$ cat src/rtl/alu_pkg.sv
// alu_pkg: ALU op codes, opcodes, operand selects and decoded-entry types
package alu_pkg;
  localparam logic [3:0] ALU_OP_AND  = 4'b0000;
  localparam logic [3:0] ALU_OP_OR   = 4'b0001;
  localparam logic [3:0] ALU_OP_ADD  = 4'b0010;
  localparam logic [3:0] ALU_OP_SUB  = 4'b0110;
  localparam logic [3:0] ALU_OP_SRL  = 4'b1000;
  localparam logic [3:0] ALU_OP_SRA  = 4'b1001;
  localparam logic [3:0] ALU_OP_XOR  = 4'b0101;
  localparam logic [3:0] ALU_OP_SLT  = 4'b1100;
  localparam logic [3:0] ALU_OP_SLTU = 4'b1101;
  localparam logic [3:0] ALU_OP_SLL  = 4'b1010;
  localparam logic [3:0] ALU_OP_NOP  = 4'b1111;
  localparam logic [6:0] OPC_LUI    = 7'b0110111;
  localparam logic [6:0] OPC_AUIPC  = 7'b0010111;
  localparam logic [6:0] OPC_JAL    = 7'b1101111;
  localparam logic [6:0] OPC_JALR   = 7'b1100111;
  localparam logic [6:0] OPC_BRANCH = 7'b1100011;
  localparam logic [6:0] OPC_LOAD   = 7'b0000011;
  localparam logic [6:0] OPC_STORE  = 7'b0100011;
  localparam logic [6:0] OPC_OP_IMM = 7'b0010011;
  localparam logic [6:0] OPC_OP     = 7'b0110011;
  localparam logic [6:0] OPC_FENCE  = 7'b0001111;
  localparam logic [6:0] OPC_SYSTEM = 7'b1110011;
  localparam logic [1:0] IN1_RS1  = 2'd0;
  localparam logic [1:0] IN1_PC   = 2'd1;
  localparam logic [1:0] IN1_ZERO = 2'd2;
  localparam logic IN2_RS2 = 1'b0;
  localparam logic IN2_IMM = 1'b1;
  typedef struct packed {
    logic [3:0]  alu_op;
    logic [1:0]  in1_sel;
    logic        in2_sel;
    logic [31:0] imm;
    logic [4:0]  rs1;
    logic [4:0]  rs2;
    logic [4:0]  rd;
    logic        branch;
    logic        branch_inv;
    logic        illegal;
  } dec_t;
  typedef struct packed {
    dec_t        dec;
    logic [31:0] pc;
  } entry_t;
  localparam int ENTRY_W = $bits(entry_t);
  localparam logic [ENTRY_W-1:0] ENTRY_RST = {ALU_OP_NOP, {(ENTRY_W-4){1'b0}}};
  function automatic logic [3:0] arith_op(input logic [2:0] f3, input logic alt);
    case (f3)
      3'b000:  arith_op = alt ? ALU_OP_SUB : ALU_OP_ADD;
      3'b001:  arith_op = ALU_OP_SLL;
      3'b010:  arith_op = ALU_OP_SLT;
      3'b011:  arith_op = ALU_OP_SLTU;
      3'b100:  arith_op = ALU_OP_XOR;
      3'b101:  arith_op = alt ? ALU_OP_SRA : ALU_OP_SRL;
      3'b110:  arith_op = ALU_OP_OR;
      default: arith_op = ALU_OP_AND;
    endcase
  endfunction
endpackage

$ cat src/rtl/alu_op_decode.sv
// alu_op_decode: RV32I instruction to ALU op/selects/immediate; ALU_ILLEGAL_CHECK_EN flags unsupported encodings
module alu_op_decode
  import alu_pkg::*;
(
  input  logic [31:0] instr,
  output dec_t        dec
);
  logic [6:0] opc;
  logic [2:0] f3;
  logic [6:0] f7;
  logic [31:0] imm_i, imm_s, imm_b, imm_u, imm_j;
  logic sh, unsup;
  assign opc = instr[6:0];
  assign f3 = instr[14:12];
  assign f7 = instr[31:25];
  assign imm_i = {{20{instr[31]}}, instr[31:20]};
  assign imm_s = {{20{instr[31]}}, instr[31:25], instr[11:7]};
  assign imm_b = {{19{instr[31]}}, instr[31], instr[7], instr[30:25], instr[11:8], 1'b0};
  assign imm_u = {instr[31:12], 12'b0};
  assign imm_j = {{11{instr[31]}}, instr[31], instr[19:12], instr[20], instr[30:21], 1'b0};
  assign sh = f3[1:0] == 2'b01;
  // decode opcode into ALU op, operand selects and immediate
  always_comb begin
    dec = '0;
    dec.alu_op = ALU_OP_NOP;
    dec.rd = instr[11:7];
    dec.rs1 = instr[19:15];
    dec.rs2 = instr[24:20];
    unsup = 1'b0;
    case (opc)
      OPC_OP: begin
        unsup = !(f7 == 7'b0000000 || f7 == 7'b0100000);
        dec.alu_op = arith_op(f3, instr[30]);
      end
      OPC_OP_IMM: begin
        dec.alu_op = arith_op(f3, sh & instr[30]);
        dec.in2_sel = IN2_IMM;
        dec.imm = sh ? {27'b0, instr[24:20]} : imm_i;
`ifdef ALU_ILLEGAL_CHECK_EN
        unsup = sh & instr[25];
`endif
      end
      OPC_LUI: begin
        dec.alu_op = ALU_OP_ADD;
        dec.in1_sel = IN1_ZERO;
        dec.in2_sel = IN2_IMM;
        dec.imm = imm_u;
      end
      OPC_AUIPC: begin
        dec.alu_op = ALU_OP_ADD;
        dec.in1_sel = IN1_PC;
        dec.in2_sel = IN2_IMM;
        dec.imm = imm_u;
      end
      OPC_LOAD, OPC_JALR: begin
        dec.alu_op = ALU_OP_ADD;
        dec.in2_sel = IN2_IMM;
        dec.imm = imm_i;
      end
      OPC_STORE: begin
        dec.alu_op = ALU_OP_ADD;
        dec.in2_sel = IN2_IMM;
        dec.imm = imm_s;
      end
      OPC_JAL: begin
        dec.alu_op = ALU_OP_ADD;
        dec.in1_sel = IN1_PC;
        dec.in2_sel = IN2_IMM;
        dec.imm = imm_j;
      end
      OPC_BRANCH: begin
        unsup = f3[2:1] == 2'b01;
        dec.alu_op = !f3[2] ? ALU_OP_SUB : f3[1] ? ALU_OP_SLTU : ALU_OP_SLT;
        dec.branch = 1'b1;
        dec.branch_inv = f3[2] ? f3[0] : !f3[0];
        dec.imm = imm_b;
      end
      OPC_FENCE, OPC_SYSTEM: dec.imm = imm_i;
      default: unsup = 1'b1;
    endcase
    if (unsup) begin
      dec.alu_op = ALU_OP_NOP;
      dec.in1_sel = IN1_RS1;
      dec.in2_sel = IN2_RS2;
      dec.imm = '0;
      dec.branch = 1'b0;
      dec.branch_inv = 1'b0;
    end
`ifdef ALU_ILLEGAL_CHECK_EN
    dec.illegal = unsup;
`else
    dec.illegal = 1'b0;
`endif
  end
endmodule

$ cat src/rtl/alu_op_issue.sv
// alu_op_issue: decode/issue stage with output register and one-entry skid buffer (ALU_ILLEGAL_CHECK_EN enables illegal flag)
module alu_op_issue
  import alu_pkg::*;
#(
  parameter int XLEN = 32
) (
  input  logic            clk,
  input  logic            rst,
  input  logic            in_valid,
  output logic            in_ready,
  input  logic [31:0]     in_instr,
  input  logic [XLEN-1:0] in_pc,
  input  logic            flush,
  output logic            out_valid,
  input  logic            out_ready,
  output logic [3:0]      alu_op,
  output logic [1:0]      in1_sel,
  output logic            in2_sel,
  output logic [XLEN-1:0] imm,
  output logic [4:0]      rs1,
  output logic [4:0]      rs2,
  output logic [4:0]      rd,
  output logic            branch,
  output logic            branch_inv,
  output logic [XLEN-1:0] out_pc,
  output logic            illegal
);
  typedef enum logic [1:0] {EMPTY, ONE, TWO} state_t;
  state_t state, state_n;
  entry_t ob, ob_n, sb, sb_n, nw;
  dec_t dec;
  logic rdy_q, acc, pop;
  alu_op_decode u_dec (.instr(in_instr), .dec(dec));
  assign nw = {dec, in_pc};
  assign acc = in_valid & rdy_q & !flush;
  assign pop = out_valid & out_ready;
  assign out_valid = state != EMPTY;
  assign in_ready = rdy_q;
  assign {alu_op, in1_sel, in2_sel, imm, rs1, rs2, rd, branch, branch_inv, illegal} = ob.dec;
  assign out_pc = ob.pc;
  // next entry count and storage contents; ob always holds the oldest entry
  always_comb begin
    state_n = state;
    ob_n = ob;
    sb_n = sb;
    case (state)
      EMPTY: begin
        state_n = acc ? ONE : EMPTY;
        ob_n = acc ? nw : ob;
      end
      ONE: begin
        state_n = acc && !pop ? TWO : pop && !acc ? EMPTY : ONE;
        ob_n = acc && pop ? nw : ob;
        sb_n = acc && !pop ? nw : sb;
      end
      TWO: begin
        state_n = pop ? ONE : TWO;
        ob_n = pop ? sb : ob;
      end
      default: state_n = EMPTY;
    endcase
    if (flush) state_n = EMPTY;
  end
  // state, storage and registered ready (ready drops only while the skid entry is full)
  always_ff @(posedge clk or posedge rst) begin
    if (rst) begin
      state <= EMPTY;
      ob <= ENTRY_RST;
      sb <= ENTRY_RST;
      rdy_q <= 1'b1;
    end else begin
      state <= state_n;
      ob <= ob_n;
      sb <= sb_n;
      rdy_q <= state_n != TWO;
    end
  end
endmodule

$ cat config.mk
export PLATFORM = sky130hd
export DESIGN_NAME = alu_op_issue
export DESIGN_NICKNAME = d
export VERILOG_FILES = /design/src/rtl/alu_pkg.sv /design/src/rtl/alu_op_decode.sv /design/src/rtl/alu_op_issue.sv
export SDC_FILE = /design/constraint.sdc
export NUM_CORES = 1
export LEC_CHECK = 0
export ABC_AREA = 1
export CAP_MARGIN = 20
export CELL_PAD_IN_SITES_DETAIL_PLACEMENT = 0
export CELL_PAD_IN_SITES_GLOBAL_PLACEMENT = 1
export CORE_MARGIN = 4
export CORE_UTILIZATION = 41
export DETAILED_ROUTE_END_ITERATION = 10
export PLACE_DENSITY = 0.92
export SLEW_MARGIN = 20
export SYNTH_ARGS = -nofsm -noshare
export SYNTH_HDL_FRONTEND = slang
export SYNTH_SLANG_ARGS = --single-unit
$ cat constraint.sdc
create_clock -name clk -period 19.2 [get_ports clk]
set_clock_uncertainty 0.15 [all_clocks]
set_input_delay 3.84 -clock clk [delete_from_list [all_inputs] [get_ports clk]]
set_output_delay 3.84 -clock clk [all_outputs]
set_load 0.005 [all_outputs]
==> results of run 1 <==
-- sequential cells by signal, indices dropped and copies added, names as in the netlist --
name and cells:
imm 32, in_ready 1, branch 1, rs2 5, alu_op 4, in1_sel 2
out_pc 32, rs1 5, branch_inv 1, sb 88, rd 5, in2_sel 1
state 2
-- placed cells by master (no fill, tap or decap), types with 3 or more instances in the layout --
| cell type | count |
|---|---|
| nand2_1 | 430 |
| dfrtp_1 | 170 |
| o21ai_0 | 161 |
| clkdlybuf4s50_1 | 158 |
| nor2_1 | 101 |
| inv_1 | 73 |
| nand3_1 | 37 |
| o21ai_1 | 34 |
| a21oi_1 | 24 |
| clkbuf_16 | 17 |
| dfstp_2 | 9 |
| inv_2 | 8 |
| nand2_2 | 8 |
| nand4_1 | 8 |
| nor2_4 | 7 |
| buf_4 | 6 |
| inv_8 | 5 |
| clkinv_4 | 5 |
| nand3_2 | 4 |
| nand2_4 | 3 |
-- metrics by stage --
stage	instances	hold slack (ns)	total power [µW]
after floorplan	1160	0.294	577
after global routing	1563	0.338	1090
final	1563	0.322	1020
after global placement	1531	0.306	680
after CTS	1563	0.323	1040
after detailed placement	1531	0.308	685
-- routing by layer --
layer,part of all wire,track usage,vias up
li1,-,-,3894
met1,0.47,0.270,3546
met2,0.46,0.296,184
met3,0.046,0.0364,31
met4,0.020,0.0542,0
met5,0,0,-
-- logic make-up after synthesis --
group | count (synthesis) | synth area share
fa+ha+maj | 2 | 0.00285
other cells | 1 | 0.000427
simple gates | 601 | 0.278
flops | 179 | 0.511
buf+inv | 150 | 0.0754
compound gates | 227 | 0.132
-- power groups by stage --
stage / combinational, µW / sequential [µW] / clock [µW]
floorplan: 95.9 / 482 / 0
global placement: 197 / 483 / 0
detailed placement: 202 / 484 / 0
CTS: 204 / 477 / 358
global route: 226 / 484 / 375
finish: 199 / 476 / 349
-- worst max-delay path, delay by kind of cell --
family,cells,cell delay [ns]
adder cells (fa/ha/maj),1,0.20
buffers and inverters,4,1.54
AND/OR/NAND/NOR,2,0.56
AO/OA/AOI/OAI,3,0.48
-- area by class of cell --
class,count,area (µm²),area share
clock buffers,17,425,0.0386
repair buffers,164,1630,0.148
well taps,275,344,0.0312
inverters,82,315,0.0286
flip-flops and latches,179,4490,0.407
clock inverters,15,168,0.0152
multi-input cells,831,3650,0.331
-- worst min path at each step --
stage | start | endpoint | slack (ns) | cells past startpoint
2_1_floorplan | sb[83] | sb[83] | 0.29 | 2
3_3_place_gp | sb[85] | sb[85] | 0.31 | 2
3_5_place_dp | alu_op[0] | alu_op[0] | 0.31 | 2
4_1_cts | alu_op[0] | alu_op[0] | 0.32 | 2
5_1_grt | sb[85] | sb[85] | 0.34 | 2
6_report | alu_op[0] | alu_op[0] | 0.32 | 2
==> flow_summary.toml, run 1 <==
[power]
pwr-share-seq = 0.465
leakage_uw = 0.00537
intPower_uw = 731
worst_ir_drop_vdd_mv = 0.0593
netSwitchingFraction = 0.287
pwr-share-clk = 0.341
p_sw_uw = 294
p_per_area_nw_per_um2 = 93.0
power_frac_comb = 0.194

[clocking]
htreeDepth = 4
numCtsBuffers = 17
cts_resized = 0
clkTransAtPathRegs_ns = 0.08
clockBufferDepth = 2
cts.sinks = 179
post-cts-setup-buffers = 0
ctsHoldBuffers = 0
cts_root_buffer = "clkbuf_16"
cts_tree = "built"
clk_latency_ns = 0.43

[critical_path]
crit_end = "in1_sel[1]"
worstPathMaxFanout = 103
critPathLaunch = "out_ready"
r2r_slack_ns = 15.89
timing.rr.end = "in1_sel[1]"
r2r_start = "state[0]"
worstPathCellList = "clkdlybuf4s50_1 > inv_1 > nor2_1 > ha_1 > a21boi_0 > a21oi_1 > nand2_4 > buf_4 > inv_1 > o21a_1"
crit_path_frequent_cell = "inv_1"
crit_path_end_kind = "register"
critical_path_arrival_ns = 6.67
critPathRequiredTime_ns = 19.37
crit_slowest_cell = "buf_4"
critPathLaunchType = "input pin"
worstRegToRegCells = 9
crit_path_max_incr_delay_ns = 0.87
crit_type = "in2reg"

[sta]
post-route-period-util = 0.339
period_needed_ns = 6.50
worstMarginPinSlew_ns = 1.04
finalHoldViolations = 0
finalSetupViolCount = 0
clock.fmax_mhz = 154
slew_violations = 0
layout_setup_ws_ns = 12.70
tns_ns = 0
relSlewSlack = 0.309
rsz0062_at_grt = "no"

[floorplanning]
core_area_um2 = 21000
ios = 160
die_x_um = 154
dieArea_um2 = 23800
fp.dieH_um = 154
rows = 53
start_util = 0.418

[global_routing]
antenna_found_initial = 0
track_usage = 0.189
grt_pass1_wl_mm = 37.1
grt_max_degree = 111
grt-ovfl-total = 0
grt_pass1_vias = 7176

[yosys]
synth_ff_type = "dfrtp_1"
synth_area_um2 = 8780
ys_seq_elements = 179
synth_edf_count = 0
postSynthCellCount = 1160
synth-seq-area-share = 0.511
synthArstFlopShare = 1.00
synthesis.nets = 1231
synth_top_area_share = 0.484
yosysMostFrequentCell = "nand2_1"
synth.largest_area_cell = "dfrtp_1"
syn_avg_cell_area_um2 = 7.57
synth_commonest_cells = "nand2_1, dfrtp_1, o21ai_0"
synth.area.top_cells = "dfrtp_1, nand2_1, o21ai_0"
yosysWarnings = 0
ys_types = 33

[layout]
syn2layout_area_growth_pct = 25.5
diodes = 0
num-nets-final = 1346
final.fill_count = 2027
final_area_um2 = 11000
drive_above_1_share = 0.0652
fin_util = 0.524

[routing]
via_per_inst = 4.90
wl_mm = 22.2
drc = 0
ant_nets = 0
wl_per_cell_um = 14.2
dr.pass1.iters = 5
route.vias.total = 7655
first_iter_violations = 532

[place]
dp_hpwl_mm = 14.8
pre_cts_ws_ns = 12.22
io_buffer_count = 158
gp_congestion = 0.868
placed_cell_area_um2 = 10400

[outcome]
status = "completed"

[job]
maxCapViolCount = 0

[worst_hold_path]
hp-class = "reg2reg"
Power figures use the tool's default switching activity.
==> run 2: changes to the inputs <==
--- a/config.mk
+++ b/config.mk
@@ -10,9 +10,9 @@
 export CELL_PAD_IN_SITES_DETAIL_PLACEMENT = 0
 export CELL_PAD_IN_SITES_GLOBAL_PLACEMENT = 1
 export CORE_MARGIN = 4
-export CORE_UTILIZATION = 41
+export CORE_UTILIZATION = 38
 export DETAILED_ROUTE_END_ITERATION = 10
-export PLACE_DENSITY = 0.92
+export PLACE_DENSITY = 0.87
 export SLEW_MARGIN = 20
 export SYNTH_ARGS = -nofsm -noshare
 export SYNTH_HDL_FRONTEND = slang
==> constraint.sdc (replaced) <==
create_clock -name clk -period 6.22 [get_ports clk]
set_clock_uncertainty 0.15 [all_clocks]
set_input_delay 1.244 -clock clk [delete_from_list [all_inputs] [get_ports clk]]
set_output_delay 1.244 -clock clk [all_outputs]
set_load 0.005 [all_outputs]
==> run 2 against run 1 <==
Worst hold slack better by 0.0029 ns; critical path depth stayed put; sequential share of layout area decreased by 0.087 points; sequential cell count is the same; final cell count increased by 0.70%; clock power rose to 3.1 times the previous value; total power rose to 3.1 times the previous value; register-to-register slack got worse by 13 ns; wire length grew 4.5%; critical path type unchanged; highest routed layer unchanged.
==> flow_summary.toml, run 2 (synthesized netlist as in run 1, its figures left out) <==
[routing]
drc = 0
route.vias.total = 7645
wl_per_cell_um = 14.7
first_iter_violations = 658
via_per_inst = 4.86
dr.pass1.iters = 5
ant_nets = 0
wl_mm = 23.2

[layout]
syn2layout_area_growth_pct = 25.7
diodes = 0
final_common_cell = "nand2_1"
largest_reg_flops = 88
regMostFlops = "sb"
final.fill_count = 2269
drive_above_1_share = 0.0659
mostFrequentLayoutCells = "nand2_1, dfrtp_1, o21ai_0"
num-nets-final = 1347

[global_routing]
antenna_found_initial = 0
grt_pass1_wl_mm = 38.5
grt-ovfl-total = 0
grt_pass1_vias = 7191
track_usage = 0.184
grt_max_degree = 180

[clocking]
clkTransAtPathRegs_ns = 0.08
cts.sinks = 179
numCtsBuffers = 17
clockBufferDepth = 2
cts_root_buffer = "clkbuf_16"
clk_latency_ns = 0.42
cts_resized = 0
htreeDepth = 4
ctsHoldBuffers = 0
post-cts-setup-buffers = 0
cts_tree = "built"

[sta]
tns_ns = 0
slew_violations = 0
finalSetupViolCount = 0
clock.fmax_mhz = 272
rsz0062_at_grt = "no"
period_needed_ns = 3.67
layout_setup_ws_ns = 2.55
post-route-period-util = 0.591
finalHoldViolations = 0
relSlewSlack = 0.337
worstMarginPinSlew_ns = 0.994

[floorplanning]
dieArea_um2 = 25600
ios = 160
rows = 55
start_util = 0.387
core_area_um2 = 22700
fp.dieH_um = 160
die_x_um = 160

[critical_path]
worstPathMaxFanout = 97
crit_path_end_kind = "register"
critPathLaunchType = "input pin"
crit_type = "in2reg"
critPathRequiredTime_ns = 6.39
critical_path_arrival_ns = 3.84

[power]
worst_ir_drop_vdd_mv = 0.157
p_per_area_nw_per_um2 = 288
leakage_uw = 0.00537

[outcome]
status = "completed"

[job]
maxCapViolCount = 0

[place]
gp_congestion = 0.835
pre_cts_ws_ns = 2.12
io_buffer_count = 158
dp_hpwl_mm = 15.6

[worst_hold_path]
hp-class = "reg2reg"
run 2: changes by cell type in the layout (fill, tap and decap cells not counted):
| cell | delta |
|---|---|
| buf_12 | +1 |
| clkinv_2 | +1 |
| inv_6 | +2 |
| clkinv_4 | -4 |
| clkinvlp_4 | +2 |
| inv_8 | -1 |
run 2: final cells by class:
type	instances	area, µm²	share of cell area
well taps	285	357	0.0323
clock buffers	17	425	0.0385
flip-flops and latches	179	4490	0.407
multi-input cells	831	3650	0.331
repair buffers	165	1650	0.149
inverters	82	312	0.0282
clock inverters	15	163	0.0147
run 2: per-stage QoR:
stage	instance area [µm²]	utilization	std cells	total power [µW]	hold slack [ns]
6_report	11000	0.486	1574	3180	0.324
5_1_grt	11000	0.486	1574	3370	0.334
4_1_cts	11000	0.486	1574	3220	0.327
3_5_place_dp	10500	0.460	1542	2120	0.309
3_3_place_gp	10500	0.460	1542	2100	0.307
2_1_floorplan	8790	-	1160	1780	0.294
run 2: path summary, 6_finish.rpt:
| kind | startpoint | endpoint | slack (ns) | cells after the start |
|---|---|---|---|---|
| max | flush | imm[12] | 2.55 | 10 |
| min in group asynchronous | rst | out_pc[24] | 1.28 | 3 |
| max in group asynchronous | rst | imm[16] | 3.88 | 3 |
| max reg2reg | state[0] | imm[12] | 3.17 | 10 |
| min | alu_op[2] | alu_op[2] | 0.32 | 2 |
| min reg2reg | alu_op[2] | alu_op[2] | 0.32 | 2 |
run 2: critical path, cell delays in order:
cell and delay, ns:
clkdlybuf4s50_1 0.52, nor2_1 0.10, ha_1 0.18, a21boi_0 0.16
a21oi_1 0.09, nand2_4 0.70, buf_4 0.56, nor2_1 0.08
nand2_1 0.09, nand2_1 0.05
run 2: metal layers:
| layer | GRT usage | share of wire | vias to the layer above |
|---|---|---|---|
| met1 | 0.258 | 0.46 | 3550 |
| met4 | 0.0532 | 0.016 | 0 |
| li1 | - | - | 3881 |
| met2 | 0.295 | 0.48 | 192 |
| met5 | 0 | 0 | - |
| met3 | 0.0315 | 0.047 | 22 |
run 2: power by group:
group          switching (µW)  internal (µW)
Clock                     512            572
Sequential               87.2           1390
Combinational             321            300
==> run 3: changes to the inputs <==
==> constraint.sdc (replaced) <==
create_clock -name clk -period 3.9 [get_ports clk]
set_clock_uncertainty 0.15 [all_clocks]
set_input_delay 0.78 -clock clk [delete_from_list [all_inputs] [get_ports clk]]
set_output_delay 0.78 -clock clk [all_outputs]
set_load 0.005 [all_outputs]
==> run 3 against run 2 <==
Design area grew 0.95%; critical endpoint is now imm[26]; wire length is essentially flat; sequential share of layout area shrank 0.38 points; setup slack lost 1.5 ns; critical path type unchanged; largest cell class unchanged.
==> flow_summary.toml, run 3 (synthesized netlist as in run 1, its figures left out) <==
[routing]
via_per_inst = 4.84
wl_mm = 23.2
drc = 0
first_iter_violations = 491
met3_length_um = 944
wl_per_cell_um = 14.7
wl_met2_mm = 11.0
highest_layer = "met4"
dr.pass1.iters = 6
ant_nets = 0
route.vias.total = 7649
wl_met1_mm = 10.9

[critical_path]
worstPathCellList = "clkdlybuf4s50_1 > nand2_1 > nor2_1 > ha_1 > a21boi_0 > a21oi_1 > nand2_4 > buf_4 > nor2_1 > nand2_1 > nand2_1"
crit_family = "simple AND/OR/NAND/NOR gates"
r2r_slack_ns = 1.26
critPathRequiredTime_ns = 4.11
timing.critical_path.buf_inv = 2
critPathLaunchType = "input pin"
worstRegToRegCells = 10
worstPathMaxFanout = 57
timing.rr.end = "imm[26]"
crit_type = "in2reg"
crit_path_frequent_cell = "nand2_1"
crit_path_max_incr_delay_ns = 0.45
r2r_start = "state[0]"
critical_path_arrival_ns = 3.03
crit_slowest_cell = "clkdlybuf4s50_1"
crit_path_end_kind = "register"

[clocking]
clockBufferDepth = 2
cts_tree = "built"
clkTransAtPathRegs_ns = 0.07
clk_latency_ns = 0.42
htreeDepth = 4
cts.sinks = 179
post-cts-setup-buffers = 0
cts_root_buffer = "clkbuf_16"
numCtsBuffers = 17
cts_resized = 0
ctsHoldBuffers = 0

[global_routing]
track_usage = 0.184
grt_pass1_vias = 7438
grt-ovfl-total = 0
grt_max_degree = 103
antenna_found_initial = 0
grt_pass1_wl_mm = 38.8

[sta]
rsz0062_at_grt = "no"
post-route-period-util = 0.723
clock.fmax_mhz = 355
tns_ns = 0
relSlewSlack = 0.394
worstMarginPinSlew_ns = 0.908
hold_slack_ns = 0.319
finalHoldViolations = 0
finalSetupViolCount = 0
slew_violations = 0
period_needed_ns = 2.82

[floorplanning]
core_area_um2 = 22700
fp.dieH_um = 160
ios = 160
die_x_um = 160
rows = 55
start_util = 0.387
dieArea_um2 = 25600

[layout]
largest_reg_flops = 88
mostFrequentLayoutCells = "nand2_1, dfrtp_1, o21ai_0"
syn2layout_area_growth_pct = 26.9
drive_above_1_share = 0.0702
stdcell_count = 1582
final_common_cell = "nand2_1"
multi_input_area_um2 = 3650
diodes = 0
seq_area_um2 = 4490
final.fill_count = 2207
num-nets-final = 1355
regMostFlops = "sb"

[power]
netSwitchingFraction = 0.276
leakage_uw = 0.00544
pwr-share-seq = 0.458
fin_total_pwr_uw = 5140
p_sw_uw = 1420
power_frac_comb = 0.193
pwr-share-clk = 0.349
worst_ir_drop_vdd_mv = 0.247
p_per_area_nw_per_um2 = 461
intPower_uw = 3720

[place]
gp_congestion = 0.781
place_inst = 1550
io_buffer_count = 158
dp_hpwl_mm = 16.0

[worst_hold_path]
min-delay-start = "sb[85]"
hold-path-cell-count = 2
hp-class = "reg2reg"
whs_endpoint = "sb[85]"

[job]
maxCapViolCount = 0

[outcome]
status = "completed"
run 3: cell count changes in the layout (fill, tap and decap cells not counted):
cell | before | now
buf_4 | 6 | 12
clkinv_4 | 1 | 4
clkinvlp_4 | 4 | 1
buf_12 | 1 | 3
bufinv_16 | 1 | 3
clkbuf_1 | 0 | 2
inv_6 | 4 | 2
inv_8 | 4 | 2
clkinv_2 | 1 | 2
clkinv_8 | 1 | 0
run 3: worst min-delay path, delay by kind of cell, from the launching register on:
| family | cells | cell delay [ns] |
|---|---|---|
| simple gates | 2 | 0.10 |
| flops | 1 | 0.37 |
run 3: per-stage QoR:
step                      instance area [µm²]  setup slack [ns]  utilization
after global placement                  10500             0.695        0.464
final                                   11100              1.08        0.491
after CTS                               11100              1.07        0.491
after floorplan                          8790             0.683            -
after global routing                    11100             0.862        0.491
after detailed placement                10500             0.628        0.464
run 3: power by group through the flow:
stage               Clock [µW]  Combinational (µW)  Sequential [µW]
floorplan                    0                 472             2370
global placement             0                 988             2380
detailed placement           0                1010             2390
CTS                       1840                1010             2360
global route              1910                1130             2390
finish                    1800                 994             2350
run 3: worst max-delay path by stage:
| stage | startpoint | to | slack [ns] | cells after the start |
|---|---|---|---|---|
| floorplan | rst | branch | 0.68 | 1 |
| global placement | flush | imm[5] | 0.70 | 10 |
| detailed placement | flush | imm[26] | 0.63 | 10 |
| CTS | in_valid | imm[26] | 1.07 | 11 |
| global route | in_valid | imm[3] | 0.86 | 11 |
| finish | in_valid | imm[26] | 1.08 | 11 |
run 3: layout make-up:
type | count | area share
clock buffers | 19 | 0.0388
multi-input cells | 831 | 0.327
flip-flops and latches | 179 | 0.403
inverters | 82 | 0.0279
well taps | 285 | 0.0320
repair buffers | 173 | 0.155
clock inverters | 13 | 0.0157
run 3: layer usage:
metal,up-vias,track usage
met5,-,0
met1,3568,0.255
met4,0,0.0477
met2,160,0.302
met3,21,0.0320
li1,3900,-
